$ cat src/rtl/layer_argmax_sink.sv
// Consumes one M-word vector from a valid/ready stream, tracks the signed maximum and
// its earliest index, then offers {index, value} as a single result beat.
module layer_argmax_sink #(
  parameter int unsigned M    = 13,
  parameter int unsigned T    = 32,
  parameter int unsigned LOGM = (M > 1) ? $clog2(M) : 1
) (
  input  logic                   clk,
  input  logic                   reset,
  input  logic                   s_valid,
  output logic                   s_ready,
  input  logic signed [T-1:0]    data_in,
  output logic                   m_valid,
  input  logic                   m_ready,
  output logic [LOGM-1:0]        idx_out,
  output logic signed [T-1:0]    max_out
);

  typedef enum logic [0:0] {StCollect, StResult} state_e;

  localparam logic [LOGM-1:0] LastIdx = LOGM'(M - 1);

  state_e                state_q, state_d;
  logic [LOGM-1:0]       count_q, count_d;
  logic [LOGM-1:0]       best_idx_q, best_idx_d;
  logic signed [T-1:0]   best_val_q, best_val_d;
  logic [LOGM-1:0]       idx_q, idx_d;
  logic signed [T-1:0]   max_q, max_d;

  logic                  accept;
  logic                  take;
  logic                  last;
  logic [LOGM-1:0]       cand_idx;
  logic signed [T-1:0]   cand_val;

  always_comb begin
    s_ready    = (state_q == StCollect) && !reset;
    m_valid    = (state_q == StResult);
    accept     = s_valid && s_ready;
    // First word of a vector always seeds the best; later words win only on strict >.
    take       = (count_q == '0) || (data_in > best_val_q);
    last       = (count_q == LastIdx);
    cand_val   = take ? data_in : best_val_q;
    cand_idx   = take ? count_q : best_idx_q;

    state_d    = state_q;
    count_d    = count_q;
    best_idx_d = best_idx_q;
    best_val_d = best_val_q;
    idx_d      = idx_q;
    max_d      = max_q;

    unique case (state_q)
      StCollect: begin
        if (accept) begin
          best_val_d = cand_val;
          best_idx_d = cand_idx;
          if (last) begin
            count_d = '0;
            idx_d   = cand_idx;
            max_d   = cand_val;
            state_d = StResult;
          end else begin
            count_d = count_q + LOGM'(1);
          end
        end
      end
      StResult: begin
        if (m_ready) state_d = StCollect;
      end
      default: state_d = StCollect;
    endcase
  end

  always_ff @(posedge clk) begin
    if (reset) begin
      state_q    <= StCollect;
      count_q    <= '0;
      best_idx_q <= '0;
      best_val_q <= '0;
      idx_q      <= '0;
      max_q      <= '0;
    end else begin
      state_q    <= state_d;
      count_q    <= count_d;
      best_idx_q <= best_idx_d;
      best_val_q <= best_val_d;
      idx_q      <= idx_d;
      max_q      <= max_d;
    end
  end

  assign idx_out = idx_q;
  assign max_out = max_q;

endmodule

$ cat config.mk
export PLATFORM = sky130hd
export DESIGN_NAME = layer_argmax_sink
export DESIGN_NICKNAME = d
export VERILOG_FILES = /design/src/rtl/layer_argmax_sink.sv
export SDC_FILE = /design/constraint.sdc
export NUM_CORES = 1
export LEC_CHECK = 0
export BUFFER_PORTS_ARGS = -buffer_cell sky130_fd_sc_hd__clkbuf_2
export CORE_UTILIZATION = 55
export DETAILED_ROUTE_END_ITERATION = 16
export PLACE_DENSITY = 0.77
export SLEW_MARGIN = 20
export SYNTH_ARGS = -nofsm -noshare
export SYNTH_HDL_FRONTEND = slang
export SYNTH_SLANG_ARGS = --single-unit
$ cat constraint.sdc
create_clock -name clk -period 6.3 [get_ports clk]
set_input_delay 1.26 -clock clk [delete_from_list [all_inputs] [get_ports clk]]
set_output_delay 1.26 -clock clk [all_outputs]
set_load 0.1 [all_outputs]
==> results.py <==
metrics = {
    "timing": {
        "slew_headroom_pct": 43.8,
        "fin_crit_ns": 3.82,
        "fmax_mhz": 262,
        "setup_tns_ns": 0,
        "finalHoldViolCount": 0,
        "rsz0062_at_grt": "no",
        "worst_pin_slew_ns": 0.842,
        "finalSetupViolCount": 0,
        "fin_crit_sh_pct": 60.6,
        "hold_ws_ns": 0.473,
        "finClkSkew_ns": 0.00724,
        "final_max_slew_viol_count": 0,
    },
    "run_status": {
        "status": "finished, final reports clean",
    },
    "worst_setup_path": {
        "ff2ff_setup_slack_ns": 3.29,
        "slowest_delay_ns": 0.50,
        "crit_required_ns": 5.04,
        "crit_path_frequent_cell": "clkbuf_2",
        "arrival_ns": 2.56,
        "crit_slowest_cell": "clkbuf_2",
        "worstRegToRegCells": 9,
        "r2r_start": "best_val_q[21]",
        "path_class": "input port to output pin",
        "end_kind": "output pin",
        "path_cells": "clkbuf_2 > nor2_1 > clkbuf_2",
        "reg2reg_to": "best_val_q[5]",
        "startpoint_type": "input port",
        "cp_max_fo": 38,
    },
    "power_and_ir_drop": {
        "finalPower_mw": 1.19,
        "p_per_area_mw_per_mm2": 250,
        "p_leak_nw": 2.05,
        "irDropWorstVdd_v": 0.000122,
    },
    "floorplanning": {
        "die_h_um": 88.7,
        "core_area_sq_mm": 0.00725,
        "die_area_sq_mm": 0.00787,
        "die_w_um": 88.7,
        "boundaryPins": 74,
        "rows": 31,
        "start_util_pct": 57.0,
    },
    "cells_and_area": {
        "layout-drive-gt1-share_pct": 24.6,
        "final_common_cell": "nand2_1",
        "area_growth_pct": 15.2,
        "num_antenna_cells": 0,
        "nets": 589,
        "fill_cells": 624,
        "final_cell_mix": "nand2_1 (79), dfxtp_1 (77), clkbuf_2 (73)",
        "regArea_sq_mm": 0.00154,
        "multiInputGateArea_sq_mm": 0.00232,
    },
    "detailed_routing": {
        "wire_per_inst_um": 15.0,
        "final_antenna_net_count": 0,
        "via_per_inst": 5.66,
        "dr.pass1.iters": 4,
        "drt_wl_total_um": 9370,
        "drt_iter0_markers": 175,
        "drc": 0,
        "num_vias": 3528,
    },
    "synthesis": {
        "synth_nets": 533,
        "yosysTopAreaCellShare_pct": 37.3,
        "synth.distinct_cells": 44,
        "yosysTopAreaCell": "dfxtp_1",
        "syn-instance-count": 463,
        "yosysSeqAreaShare_pct": 37.3,
        "syn_area_per_cell_sq_um": 8.93,
        "synth_seq_cells": 77,
        "synth_top_cells_by_area": "dfxtp_1 (37%), ha_1 (10%), mux2_4 (9.8%)",
        "yosysWarnings": 0,
        "synthesis.area_sq_mm": 0.00414,
    },
    "grt": {
        "grt_start_max_net_pins": 67,
        "grt_pass1_wl_um": 15200,
        "overflow": 0,
        "grt.total_usage_pct": 25.2,
        "grt_pass1_vias": 3230,
        "antenna_found_initial": 0,
    },
    "clocking": {
        "clockRootBuffer": "clkbuf_8",
        "h-tree-depth": 3,
        "clkSinkCount": 77,
        "cts_buffers": 9,
        "post_cts_buffers": 0,
        "clk_path_buf_depth": 2,
        "cts_resized": 0,
        "clk_pin_slew_ns": 0.08,
        "holdBufCountCts": 0,
        "cts_tree": "yes",
        "insertion_delay_ns": 0.36,
    },
    "job": {
        "maxCapViolCount": 0,
    },
    "hold_path": {
        "hp-start": "best_idx_q[1]",
        "hold_depth": 2,
        "holdCritPathClass": "flop to flop",
        "hold_end": "best_idx_q[1]",
    },
    "place": {
        "portBuffers": 73,
        "gp_congestion": 0.787,
        "dp_hpwl_um": 6240,
    },
}
kinds of logic after synthesis:
family / Yosys count / synth area share (%)
and+or+nand+nor: 171 / 19.3
adders and majority gates: 34 / 10.3
buffers and inverters: 70 / 7.08
AOI/OAI and AO/OA: 75 / 14.0
DFF: 77 / 37.3
muxes: 34 / 11.6
xor gates and xnor gates: 2 / 0.424
final cells by class:
cell class	instances	share of cell area, %
repair buffers	78	8.45
multi-input cells	316	48.6
well taps	99	2.60
flip-flops and latches	77	32.3
clock buffers	12	3.05
inverters	37	2.91
clock inverters	4	2.00
Yosys cell counts (all sizes together):
library cell,number
nand2,79
dfxtp,77
nand4,40
inv,37
ha,34
nor2,34
o221ai,32
mux2,31
clkbuf,26
a21oi,14
buf,7
nand3,7
o21ai,5
a21o,3
a31oi,3
mux2i,3
nor3,3
a211oi,2
a32o,2
and3,2
and4,2
nor4,2
o211ai,2
o311ai,2
o31a,2
a211o,1
a21bo,1
a221oi,1
a22o,1
a311oi,1
and2,1
nor2b,1
o21a,1
o221a,1
o31ai,1
xnor2,1
xor2,1
registers in the layout, indices dropped and copies added, names as in the netlist:
register    count
best_val_q     32
max_out        32
best_idx_q      4
count_q         4
idx_out         4
m_valid         1
per-stage QoR:
step / util (%) / instances / setup WS (ns) / cell area, sq um
detailed placement: 62.3 / 607 / 2.19 / 4520
floorplan: - / 463 / 2.33 / 4140
finish: 65.7 / 623 / 2.48 / 4770
global route: 65.7 / 623 / 2.42 / 4770
CTS: 65.7 / 623 / 2.50 / 4760
global placement: 62.3 / 607 / 2.33 / 4520
worst max-delay path: cells and delay by family:
family	cells	cell delay, ns
buffers and inverters	2	0.95
AND/OR/NAND/NOR	1	0.34
how the worst max path moves through the flow:
stage                     start           to  slack, ns  cells after the start
after floorplan           reset   idx_out[0]       2.33                      7
after global placement    reset  max_out[25]       2.33                      7
after detailed placement  reset  max_out[19]       2.19                      7
after CTS                 reset      s_ready       2.50                      3
after global routing      reset      s_ready       2.42                      3
final                     reset      s_ready       2.48                      3
power breakdown:
group,switching (mW),total [mW],leakage (nW),internal (mW)
combinational,0.122,0.209,1.30,0.0869
clock,0.185,0.459,0.121,0.274
sequential,0.0127,0.522,0.627,0.510
total,0.320,1.19,2.05,0.870
per-layer routing:
metal / GRT usage (%) / share of wire, % / vias to the layer above
met3: 4.85 / 4.5 / 12
met4: 6.74 / 1.1 / 0
met1: 33.2 / 46 / 1642
li1: - / - / 1784
met2: 42.4 / 49 / 90
met5: 0 / 0 / -
Note: power is estimated with default switching activity, not from simulation.
